==> src/rtl/instr_encoder_pkg.sv <==
// -----------------------------------------------------------------------------
// instr_encoder_pkg
// Shared definitions for the RV64I instruction encoder: the request operation
// enum, the FSM state enum, the latched-request struct, the opcode / funct3 /
// funct7 constants and the ALU operation codes that select the R-type fields.
// -----------------------------------------------------------------------------
package instr_encoder_pkg;

    typedef enum logic [3:0] {
        OP_NOP  = 4'd0,
        OP_ADDI = 4'd1,
        OP_LD   = 4'd2,
        OP_SD   = 4'd3,
        OP_ADD  = 4'd4,
        OP_SUB  = 4'd5,
        OP_AND  = 4'd6,
        OP_OR   = 4'd7,
        OP_BEQ  = 4'd8
    } op_e;

    typedef enum logic [1:0] {
        ALU_ADD,
        ALU_SUB,
        ALU_AND,
        ALU_OR
    } alu_e;

    typedef enum logic [1:0] {
        ST_IDLE,
        ST_ENCODE,
        ST_WRITE,
        ST_FULL
    } state_e;

    typedef struct packed {
        op_e         op;
        logic [4:0]  rd;
        logic [4:0]  rs1;
        logic [4:0]  rs2;
        logic [12:0] imm;
    } req_t;

    localparam logic [6:0] OPC_LOAD   = 7'b0000011;
    localparam logic [6:0] OPC_OP_IMM = 7'b0010011;
    localparam logic [6:0] OPC_STORE  = 7'b0100011;
    localparam logic [6:0] OPC_OP     = 7'b0110011;
    localparam logic [6:0] OPC_BRANCH = 7'b1100011;

    localparam logic [2:0] F3_ADDI = 3'b000;
    localparam logic [2:0] F3_LD   = 3'b011;
    localparam logic [2:0] F3_SD   = 3'b011;
    localparam logic [2:0] F3_BEQ  = 3'b000;
    localparam logic [2:0] F3_ADD  = 3'b000;
    localparam logic [2:0] F3_AND  = 3'b111;
    localparam logic [2:0] F3_OR   = 3'b110;

    localparam logic [6:0] F7_BASE = 7'b0000000;
    localparam logic [6:0] F7_ALT  = 7'b0100000;

    // ADDI x0, x0, 0
    localparam logic [31:0] NOP_WORD = 32'h0000_0013;

    function automatic logic [2:0] alu_funct3(alu_e alu);
        case (alu)
            ALU_AND: return F3_AND;
            ALU_OR:  return F3_OR;
            default: return F3_ADD;   // ADD and SUB share funct3
        endcase
    endfunction

    function automatic logic [6:0] alu_funct7(alu_e alu);
        return (alu == ALU_SUB) ? F7_ALT : F7_BASE;
    endfunction

endpackage

==> src/rtl/instr_encoder_if.sv <==
// -----------------------------------------------------------------------------
// instr_encoder_if
// Request handshake plus instruction-memory write bus of the encoder.
//   master : requester side, drives req_*, observes req_ready and imem_*
//   slave  : encoder side, drives req_ready and imem_*
// -----------------------------------------------------------------------------
interface instr_encoder_if #(
    parameter int DEPTH = 64
) ();

    logic                          req_valid;
    logic                          req_ready;
    instr_encoder_pkg::op_e        req_op;
    logic [4:0]                    req_rd;
    logic [4:0]                    req_rs1;
    logic [4:0]                    req_rs2;
    logic [12:0]                   req_imm;
    logic                          imem_we;
    logic [$clog2(DEPTH)-1:0]      imem_addr;
    logic [31:0]                   imem_wdata;

    modport master (
        output req_valid, req_op, req_rd, req_rs1, req_rs2, req_imm,
        input  req_ready, imem_we, imem_addr, imem_wdata
    );

    modport slave (
        input  req_valid, req_op, req_rd, req_rs1, req_rs2, req_imm,
        output req_ready, imem_we, imem_addr, imem_wdata
    );

endinterface

==> src/rtl/instr_pack.sv <==
// -----------------------------------------------------------------------------
// instr_pack
// Purely combinational packer: turns a latched request into a 32-bit RV64I
// instruction word and flags requests whose immediate cannot be represented
// or whose operation is unknown.
//   req_i     : latched request (op, rd, rs1, rs2, 13-bit signed imm)
//   word_o    : encoded instruction
//   illegal_o : 1 when the request must be rejected
// -----------------------------------------------------------------------------
module instr_pack
    import instr_encoder_pkg::*;
(
    input  req_t        req_i,
    output logic [31:0] word_o,
    output logic        illegal_o
);

    logic fits12;
    alu_e alu;

    // A 13-bit value fits a 12-bit signed field when its top two bits agree.
    assign fits12 = (req_i.imm[12] == req_i.imm[11]);

    always_comb begin
        // NOTE: every output gets a default first so no path can leave it
        // unassigned, which would otherwise infer a latch.
        word_o    = NOP_WORD;
        illegal_o = 1'b0;
        alu       = ALU_ADD;

        case (req_i.op)
            OP_NOP: word_o = NOP_WORD;
            OP_ADDI: begin
                word_o    = {req_i.imm[11:0], req_i.rs1, F3_ADDI, req_i.rd, OPC_OP_IMM};
                illegal_o = !fits12;
            end
            OP_LD: begin
                word_o    = {req_i.imm[11:0], req_i.rs1, F3_LD, req_i.rd, OPC_LOAD};
                illegal_o = !fits12;
            end
            OP_SD: begin
                word_o    = {req_i.imm[11:5], req_i.rs2, req_i.rs1, F3_SD,
                             req_i.imm[4:0], OPC_STORE};
                illegal_o = !fits12;
            end
            OP_ADD, OP_SUB, OP_AND, OP_OR: begin
                case (req_i.op)
                    OP_SUB:  alu = ALU_SUB;
                    OP_AND:  alu = ALU_AND;
                    OP_OR:   alu = ALU_OR;
                    default: alu = ALU_ADD;
                endcase
                word_o = {alu_funct7(alu), req_i.rs2, req_i.rs1, alu_funct3(alu),
                          req_i.rd, OPC_OP};
            end
            OP_BEQ: begin
                // Every even 13-bit value is within -4096..4094, so only the
                // alignment bit needs checking.
                word_o    = {req_i.imm[12], req_i.imm[10:5], req_i.rs2, req_i.rs1,
                             F3_BEQ, req_i.imm[4:1], req_i.imm[11], OPC_BRANCH};
                illegal_o = req_i.imm[0];
            end
            default: illegal_o = 1'b1;
        endcase
    end

endmodule

==> src/rtl/instr_encoder.sv <==
// -----------------------------------------------------------------------------
// instr_encoder
// Accepts encode requests, packs them into RV64I words and writes them to
// consecutive instruction-memory words. Sequence per request:
// IDLE (accept) -> ENCODE (register word, range-check) -> WRITE (one strobe).
//   clk, rst : clock, asynchronous active-high reset
//   clear    : synchronous restart of write pointer / count, abandons work
//   bus      : slave side of instr_encoder_if (request + imem write bus)
//   err      : one-cycle pulse when a request is rejected
//   full     : DEPTH words written since reset/clear
//   count    : words written since reset/clear
// -----------------------------------------------------------------------------
module instr_encoder
    import instr_encoder_pkg::*;
#(
    parameter int DEPTH = 64
) (
    input  logic                   clk,
    input  logic                   rst,
    input  logic                   clear,
    instr_encoder_if.slave         bus,
    output logic                   err,
    output logic                   full,
    output logic [$clog2(DEPTH):0] count
);

    localparam int AW = $clog2(DEPTH);
    localparam int CW = AW + 1;

    state_e          state_q, state_d;
    req_t            req_q;
    logic [AW-1:0]   ptr_q, ptr_d;
    logic [AW-1:0]   addr_q;
    logic [CW-1:0]   count_q, count_d;
    logic [31:0]     wdata_q;
    logic            err_q;
    logic [31:0]     word;
    logic            illegal;
    logic            accept;

    instr_pack u_pack (
        .req_i     (req_q),
        .word_o    (word),
        .illegal_o (illegal)
    );

    always_comb begin
        state_d       = state_q;
        ptr_d         = ptr_q;
        count_d       = count_q;
        accept        = 1'b0;
        bus.req_ready = 1'b0;
        bus.imem_we   = 1'b0;

        unique case (state_q)
            ST_IDLE: begin
                bus.req_ready = !clear;
                accept        = bus.req_valid && !clear;
                if (accept) state_d = ST_ENCODE;
            end
            ST_ENCODE: state_d = illegal ? ST_IDLE : ST_WRITE;
            ST_WRITE: begin
                // Strobe comes straight from the state so an asynchronous
                // reset drops it immediately, and a coinciding clear does not.
                bus.imem_we = 1'b1;
                ptr_d       = ptr_q + 1'b1;
                count_d     = count_q + 1'b1;
                state_d     = (count_q == CW'(DEPTH - 1)) ? ST_FULL : ST_IDLE;
            end
            ST_FULL: state_d = ST_FULL;
            default: state_d = ST_IDLE;
        endcase

        // clear wins over everything, including the increment of a WRITE.
        if (clear) begin
            state_d = ST_IDLE;
            ptr_d   = '0;
            count_d = '0;
        end
    end

    always_ff @(posedge clk or posedge rst) begin
        if (rst) begin
            // NOTE: the datapath registers are reset too, because their reset
            // value is visible on imem_wdata/imem_addr before the first write.
            state_q <= ST_IDLE;
            req_q   <= '0;
            ptr_q   <= '0;
            addr_q  <= '0;
            count_q <= '0;
            wdata_q <= '0;
            err_q   <= 1'b0;
        end else begin
            // NOTE: non-blocking assignments so every register samples the
            // pre-edge values regardless of statement order.
            state_q <= state_d;
            ptr_q   <= ptr_d;
            count_q <= count_d;
            err_q   <= (state_q == ST_ENCODE) && illegal && !clear;
            if (accept) begin
                req_q <= '{op:  bus.req_op,  rd:  bus.req_rd, rs1: bus.req_rs1,
                           rs2: bus.req_rs2, imm: bus.req_imm};
            end
            // Word and address only move for a write that will really happen,
            // so the bus holds its last value otherwise.
            if ((state_q == ST_ENCODE) && !illegal && !clear) begin
                wdata_q <= word;
                addr_q  <= ptr_q;
            end
        end
    end

    assign bus.imem_addr  = addr_q;
    assign bus.imem_wdata = wdata_q;
    assign err            = err_q;
    assign full           = (count_q == CW'(DEPTH));
    assign count          = count_q;

endmodule
==> src/flat_wrapper.sv <==
// flat-port wrapper written by rule: the top's interface ports become plain ports
module instr_encoder_flat import instr_encoder_pkg::*;
#(
    parameter int DEPTH = 64
)
  (clk, rst, clear, err, full, count, bus_req_valid, bus_req_op, bus_req_rd, bus_req_rs1, bus_req_rs2, bus_req_imm, bus_req_ready, bus_imem_we, bus_imem_addr, bus_imem_wdata);
  instr_encoder_if #(.DEPTH(DEPTH)) bus_i ();
  input  logic clk;
  input  logic rst;
  input  logic clear;
  output logic err;
  output logic full;
  output logic [$clog2(DEPTH):0] count;
  input wire logic [$bits(bus_i.req_valid)-1:0] bus_req_valid;
  input wire logic [$bits(bus_i.req_op)-1:0] bus_req_op;
  input wire logic [$bits(bus_i.req_rd)-1:0] bus_req_rd;
  input wire logic [$bits(bus_i.req_rs1)-1:0] bus_req_rs1;
  input wire logic [$bits(bus_i.req_rs2)-1:0] bus_req_rs2;
  input wire logic [$bits(bus_i.req_imm)-1:0] bus_req_imm;
  output wire logic [$bits(bus_i.req_ready)-1:0] bus_req_ready;
  output wire logic [$bits(bus_i.imem_we)-1:0] bus_imem_we;
  output wire logic [$bits(bus_i.imem_addr)-1:0] bus_imem_addr;
  output wire logic [$bits(bus_i.imem_wdata)-1:0] bus_imem_wdata;
  assign bus_i.req_valid = bus_req_valid;
  assign bus_i.req_op = bus_req_op;
  assign bus_i.req_rd = bus_req_rd;
  assign bus_i.req_rs1 = bus_req_rs1;
  assign bus_i.req_rs2 = bus_req_rs2;
  assign bus_i.req_imm = bus_req_imm;
  assign bus_req_ready = bus_i.req_ready;
  assign bus_imem_we = bus_i.imem_we;
  assign bus_imem_addr = bus_i.imem_addr;
  assign bus_imem_wdata = bus_i.imem_wdata;
  instr_encoder #(.DEPTH(DEPTH)) u_core (.clk(clk), .rst(rst), .clear(clear), .bus(bus_i), .err(err), .full(full), .count(count));
endmodule
==> config.mk <==
export PLATFORM = sky130hd
export DESIGN_NAME = instr_encoder_flat
export DESIGN_NICKNAME = d
export VERILOG_FILES = /design/src/rtl/instr_encoder_pkg.sv /design/src/rtl/instr_encoder_if.sv /design/src/rtl/instr_pack.sv /design/src/rtl/instr_encoder.sv /design/src/flat_wrapper.sv
export SDC_FILE = /design/constraint.sdc
export NUM_CORES = 1
export LEC_CHECK = 0
export ABC_AREA = 0
export BUFFER_PORTS_ARGS = -buffer_cell sky130_fd_sc_hd__buf_4
export CORE_UTILIZATION = 49
export DETAILED_ROUTE_END_ITERATION = 8
export GPL_TIMING_DRIVEN = 0
export PLACE_DENSITY = 0.76
export SLEW_MARGIN = 20
export SYNTH_ARGS = -nofsm -noshare
export SYNTH_HDL_FRONTEND = slang
export SYNTH_HIERARCHICAL = 1
export SYNTH_SLANG_ARGS = --single-unit
==> constraint.sdc <==
create_clock -name clk -period 2.8 [get_ports clk]
set_input_delay 0.7 -clock clk [delete_from_list [all_inputs] [get_ports clk]]
set_output_delay 0.7 -clock clk [all_outputs]
set_load 0.1 [all_outputs]
==> impl_metrics.tcl, run 1 <==
set metrics [dict create \
    dieArea_um2 8550 \
    peakVddDrop_uv 480 \
    routed_wl_um 8440 \
    whs_ps 409 \
    grt_use_total_pct 21.0 \
    worst_slack_ps 389 \
    place_congestion 0.797 \
    grt-ovfl-total 0 \
    clkTransAtPathRegs_ps 80 \
    worstMarginPinSlew_ps 579 \
    async_flop_share_pct 100 \
    dieHeight_um 92.5 \
    dieWidth_um 92.5 \
    crit_required_ps 3030 \
    clock_sinks 86 \
    ctsHoldBuffers 0 \
    synth_warnings 6 \
    clkPwrFrac_pct 15.8 \
    fin_cells 511 \
    synth-edff-count 0 \
    ys.flop_type "dfrtp_1" \
    finalSetupTns_ps 0 \
    start_util_pct 51.4 \
    period_share_pct 86.1 \
    power_mw 5.22 \
    synth_common_cells "dfrtp_1 (86), mux2_2 (72), nor2_1 (13)" \
    slowest_stage "dfrtp_1" \
    dr.pass1.iters 5 \
    finClkSkew_ps 8.80 \
    arrival_ps 2650 \
    avgRoutedWirePerCell_um 16.5 \
    fin_crit_ps 2410 \
    max_stage_delay_ps 350 \
    grt_pass1_vias 2807 \
    timing.critical_path.mode_cell "a21oi_1" \
    relSlewSlack_pct 61.3 \
    cts_root_buffer "clkbuf_8" \
    postSynthAreaPerCell_um2 13.0 \
    antenna_found_initial 0 \
    clk_latency_ps 350 \
    nets 446 \
    netlist_instances 308 \
    drv_slew 0 \
    cts_made_buffers 9 \
    via_per_inst 5.38 \
    rsz0062_at_grt "false" \
    yosysTopAreaCell "dfrtp_1" \
    yosysSeqAreaShare_pct 53.6 \
    hold_path_class "input pin to asynchronous set/reset pin" \
    vias 2750 \
    grt_first_pass_wirelength_um 13800 \
    drt_iter0_drc 176 \
    powerDensity_nw_per_um2 1040 \
    crit_path_start_kind "flop" \
    ant_nets 0 \
    synth_area_leaders "dfrtp_1 (54%), mux2_2 (20%), nor4b_4 (1.8%)" \
    cts_resized 0 \
    outcome "finished clean" \
    swShare_pct 49.2 \
    criticalPathCategory "flop to flop" \
    placed_area_um2 4830 \
    row_count 32 \
    cts_buffer_depth 2 \
    final_hold_viol_count 0 \
    p_sw_mw 2.57 \
    setup_viol_count_final 0 \
    hpwl_um 6140 \
    synthToLayoutAreaGrowth_pct 24.7 \
    synth.distinct_cells 45 \
    synth_most_common_cell "dfrtp_1" \
    rrSetupSlack_ps 390 \
    p_int_mw 2.65 \
    route.detailed.drc 0 \
    core_um2 7810 \
    pwr-share-seq_pct 33.3 \
    pre_cts_ws_ps 445 \
    final_util_pct 64.1 \
    io_buffers 84 \
    ys_ff_latch 86 \
    final_layout_size_suffix_gt1_share_pct 48.2 \
    insertedDiodeCount 0 \
    io_pins 85 \
    drv_cap 0 \
    postCtsSetupBuffers 0 \
    max_freq_mhz 415 \
    crit_fanout 10 \
    syn-cell-area_um2 4010 \
    leakagePower_nw 2.36 \
    cts.htree.levels 3 \
    place_inst 498 \
    yosysTopAreaCellShare_pct 53.6 \
    worstPathCellList "clkbuf_1 -> inv_1 -> a21oi_1 -> a21oi_1 -> nor4b_2 -> buf_4 -> buf_6 -> mux2_2" \
    comb_power_share_pct 51.0 \
    cts_tree "yes" \
    design_area_um2 5000 \
    grt_max_degree 36 \
    crit_path_end_kind "flop" \
]
-- flip-flops by register name (all words and copies together), names as in the netlist --
signal and flops:
u_core/req_q 32, u_core/count 7, u_core/bus.imem_wdata 32, u_core/bus.imem_addr 6, u_core/err 1, u_core/ptr_q 6, u_core/state_q 2
-- layer usage --
metal | GRT usage [%] | vias up | wire [µm]
li1 | - | 1286 | -
met4 | 7.81 | 0 | 87
met3 | 5.50 | 8 | 388
met1 | 27.2 | 1379 | 3780
met5 | 0 | - | 0
met2 | 34.0 | 77 | 4190
-- critical path: cells and delay by family (launching register included) --
| family | cells | cell delay, ps |
|---|---|---|
| AO/OA/AOI/OAI | 2 | 280 |
| buffers and inverters | 4 | 1030 |
| flip-flops | 1 | 350 |
| multiplexers | 1 | 340 |
| AND/OR/NAND/NOR | 1 | 290 |
-- final timing paths --
| kind | start | end | cells past startpoint |
|---|---|---|---|
| hold reg to reg | u_core/req_q[18] | u_core/req_q[18] | 1 |
| hold / removal | rst | u_core/req_q[12] | 2 |
| min in group clk | u_core/req_q[18] | u_core/req_q[18] | 1 |
| max in group asynchronous | rst | u_core/req_q[25] | 3 |
| setup reg to reg | u_core/req_q[30] | u_core/bus.imem_wdata[4] | 8 |
| setup / recovery | u_core/req_q[30] | u_core/bus.imem_wdata[4] | 8 |
-- power groups by stage --
stage | Combinational [mW] | Clock, mW | Sequential [mW]
after floorplan | 0.627 | 0 | 3.21
after global placement | 2.63 | 0 | 1.75
after detailed placement | 2.67 | 0 | 1.77
after CTS | 2.67 | 0.857 | 1.74
after global routing | 2.75 | 0.900 | 1.78
final | 2.66 | 0.823 | 1.74
-- placed cells by master (no fill, tap or decap), drive strengths merged, types with 2 or more instances in the layout --
cell	netlist	final
a22o	4	4
mux2	75	75
nand2	8	8
ha	3	3
dfrtp	86	86
buf	18	104
xor2	4	4
mux2i	2	2
conb	2	4
nor2b	6	6
nor2	13	13
nand3b	3	3
o211ai	2	2
xnor2	3	3
o21ai	10	10
a21oi	11	11
nand4	4	4
nor4b	5	5
nand3	3	3
a32oi	6	6
and2	11	11
or3	3	3
nor3	3	3
inv	7	6
a21o	3	3
clkbuf	3	14
-- area by class of cell --
| class | instances | area (µm²) |
|---|---|---|
| fill | 635 | 2800 |
| sequential | 86 | 2150 |
| multi-input combinational | 196 | 1690 |
| timing repair buffer | 86 | 671 |
| buffer | 21 | 154 |
| clock buffer | 11 | 141 |
| tap | 102 | 128 |
| clock inverter | 2 | 35.0 |
| inverter | 7 | 30.0 |
-- cells by family (layout without fill, tap and decap cells) --
logic type                 count (synthesis)  after routing  share of synthesized area, %
DFF                                       86             86                          53.6
other                                      2              4                         0.187
and+or+nand+nor                           65             65                          10.6
xor gates and xnor gates                   7              7                          1.72
AOI/OAI and AO/OA                         40             40                          6.86
adders and majority gates                  3              3                         0.936
buffers and inverters                     28            127                          4.49
muxes                                     77             77                          21.5
(Power assumes the default switching activity.)
==> inputs of run 2 (changes only) <==
--- a/config.mk
+++ b/config.mk
@@ -13,3 +13,2 @@
 export PLACE_DENSITY = 0.76
-export SLEW_MARGIN = 20
 export SYNTH_ARGS = -nofsm -noshare
--- a/constraint.sdc
+++ b/constraint.sdc
@@ -3,2 +3,2 @@
 set_output_delay 0.7 -clock clk [all_outputs]
-set_load 0.1 [all_outputs]
+set_load 0.05 [all_outputs]
==> run 2 against run 1 <==
Net effect:
- setup slack improved by 83 ps
- design area rose by 0.68%
- highest routed layer unchanged
- first-iteration DRC count fell by 32%
- combinational power fell by 30%
- cell count rose by 0.59%
- sequential cell count did not move
- critical endpoint is now u_core/bus.imem_wdata[15]
- total power fell by 13%
- largest power group unchanged
==> impl_metrics.tcl, run 2 (synthesis results as in run 1) <==
set metrics [dict create \
    max_stage_delay_ps 340 \
    grt_pass1_vias 2810 \
    criticalPathCategory "flop to flop" \
    fin_cells 514 \
    final_hold_viol_count 0 \
    worstMarginPinSlew_ps 524 \
    slowest_stage "dfrtp_1" \
    dieHeight_um 92.5 \
    regArea_um2 2150 \
    clkPwrFrac_pct 20.6 \
    drt_iter0_drc 119 \
    synthToLayoutAreaGrowth_pct 25.5 \
    clkTransAtPathRegs_ps 80 \
    power_mw 4.54 \
    routed_wl_um 8410 \
    arrival_ps 2560 \
    via_per_inst 5.27 \
    row_count 32 \
    setup_viol_count_final 0 \
    drv_slew 0 \
    final_layout_size_suffix_gt1_share_pct 48.1 \
    p_sw_mw 1.78 \
    start_util_pct 51.4 \
    worstSetupEndpoint "u_core/bus.imem_wdata[15]" \
    cts_root_buffer "clkbuf_8" \
    hold_path_class "input pin to asynchronous set/reset pin" \
    cp.buffers_inverters 4 \
    ctsHoldBuffers 0 \
    crit_required_ps 3030 \
    crit_path_start "u_core/req_q[30]" \
    avgRoutedWirePerCell_um 16.4 \
    io_buffers 84 \
    dr.pass1.iters 4 \
    antenna_found_initial 0 \
    place_congestion 0.846 \
    io_pins 85 \
    finClkSkew_ps 7.33 \
    cts_resized 0 \
    grt_use_total_pct 21.0 \
    powerDensity_nw_per_um2 901 \
    max_freq_mhz 429 \
    cts_made_buffers 9 \
    rrSetupSlack_ps 470 \
    cts_tree "yes" \
    cp_num_cells 8 \
    insertedDiodeCount 0 \
    vias 2709 \
    grt-ovfl-total 0 \
    drv_cap 0 \
    dieArea_um2 8550 \
    timing.critical_path.mode_cell "a21oi_1" \
    core_um2 7810 \
    relSlewSlack_pct 64.9 \
    mostFrequentLayoutCell "buf_4" \
    ant_nets 0 \
    crit_path_start_kind "flop" \
    fillers 636 \
    whs_ps 272 \
    route.detailed.drc 0 \
    cts_buffer_depth 2 \
    r2r_end "u_core/bus.imem_wdata[15]" \
    rsz0062_at_grt "false" \
    fin_crit_ps 2330 \
    p_int_mw 2.76 \
    clk_latency_ps 350 \
    comb_power_share_pct 41.0 \
    clock_sinks 86 \
    place_inst 498 \
    finalSetupTns_ps 0 \
    rr_startpoint "u_core/req_q[30]" \
    grt_max_degree 42 \
    worstPathCellList "clkbuf_1 -> inv_1 -> a21oi_1 -> a21oi_1 -> nor4b_2 -> buf_4 -> buf_6 -> mux2_2" \
    cts.htree.levels 3 \
    multiInputGateArea_um2 1690 \
    crit_path_end_kind "flop" \
    outcome "finished clean" \
    mostFrequentLayoutCells "buf_4 (93), dfrtp_1 (86), mux2_2 (72)" \
    period_share_pct 83.2 \
    hpwl_um 6010 \
    crit_fanout 10 \
    cpLargestDelayFamily "buffers and inverters" \
    leakagePower_nw 2.38 \
    swShare_pct 39.2 \
    r2r_cells 8 \
    pwr-share-seq_pct 38.4 \
    dieWidth_um 92.5 \
    postCtsSetupBuffers 0 \
    grt_first_pass_wirelength_um 13800 \
    nets 446 \
    peakVddDrop_uv 432 \
]
[run 2: cell count changes in the layout (fill, tap and decap cells not counted)]
| cell | change |
|---|---|
| nor3_1 | +1 |
| clkbuf_1 | +1 |
| bufinv_16 | +1 |
| nor3_2 | -1 |
| clkinv_2 | +1 |
[run 2: per-stage QoR]
| stage | utilization, % | instance area, µm² | setup WS (ps) |
|---|---|---|---|
| after floorplan | - | 4020 | 114 |
| after global placement | 61.3 | 4780 | 521 |
| after detailed placement | 61.8 | 4820 | 500 |
| after CTS | 64.5 | 5040 | 473 |
| after global routing | 64.5 | 5040 | 292 |
| final | 64.5 | 5040 | 471 |
[run 2: power by group through the flow]
stage	sequential (mW)	combinational, mW	clock, mW
5_1_grt	1.79	1.96	1.01
2_1_floorplan	2.44	0.612	0
4_1_cts	1.74	1.87	0.964
3_3_place_gp	1.75	1.83	0
3_5_place_dp	1.77	1.87	0
6_report	1.74	1.86	0.938
[run 2: layout make-up]
| class | count | area share (%) |
|---|---|---|
| clock buffers | 12 | 2.88 |
| plain buffers | 21 | 3.06 |
| clock inverters | 4 | 1.39 |
| inverters | 7 | 0.596 |
| multi-input cells | 196 | 33.5 |
| repair buffers | 86 | 13.3 |
| flip-flops and latches | 86 | 42.7 |
| well taps | 102 | 2.53 |
[run 2: metal layers]
| layer | GRT usage, % | wire (µm) | up-vias |
|---|---|---|---|
| met5 | 0 | 0 | - |
| met4 | 9.24 | 160 | 0 |
| met3 | 3.69 | 375 | 12 |
| met2 | 34.4 | 3990 | 72 |
| met1 | 27.4 | 3880 | 1338 |
| li1 | - | - | 1287 |
[run 2: worst min path at each step]
| stage | end | cells past startpoint |
|---|---|---|
| 2_1_floorplan | u_core/req_q[18] | 1 |
| 3_3_place_gp | u_core/req_q[19] | 1 |
| 3_5_place_dp | u_core/req_q[18] | 1 |
| 4_1_cts | u_core/req_q[7] | 2 |
| 5_1_grt | u_core/bus.imem_wdata[29] | 2 |
| 6_report | u_core/req_q[9] | 2 |
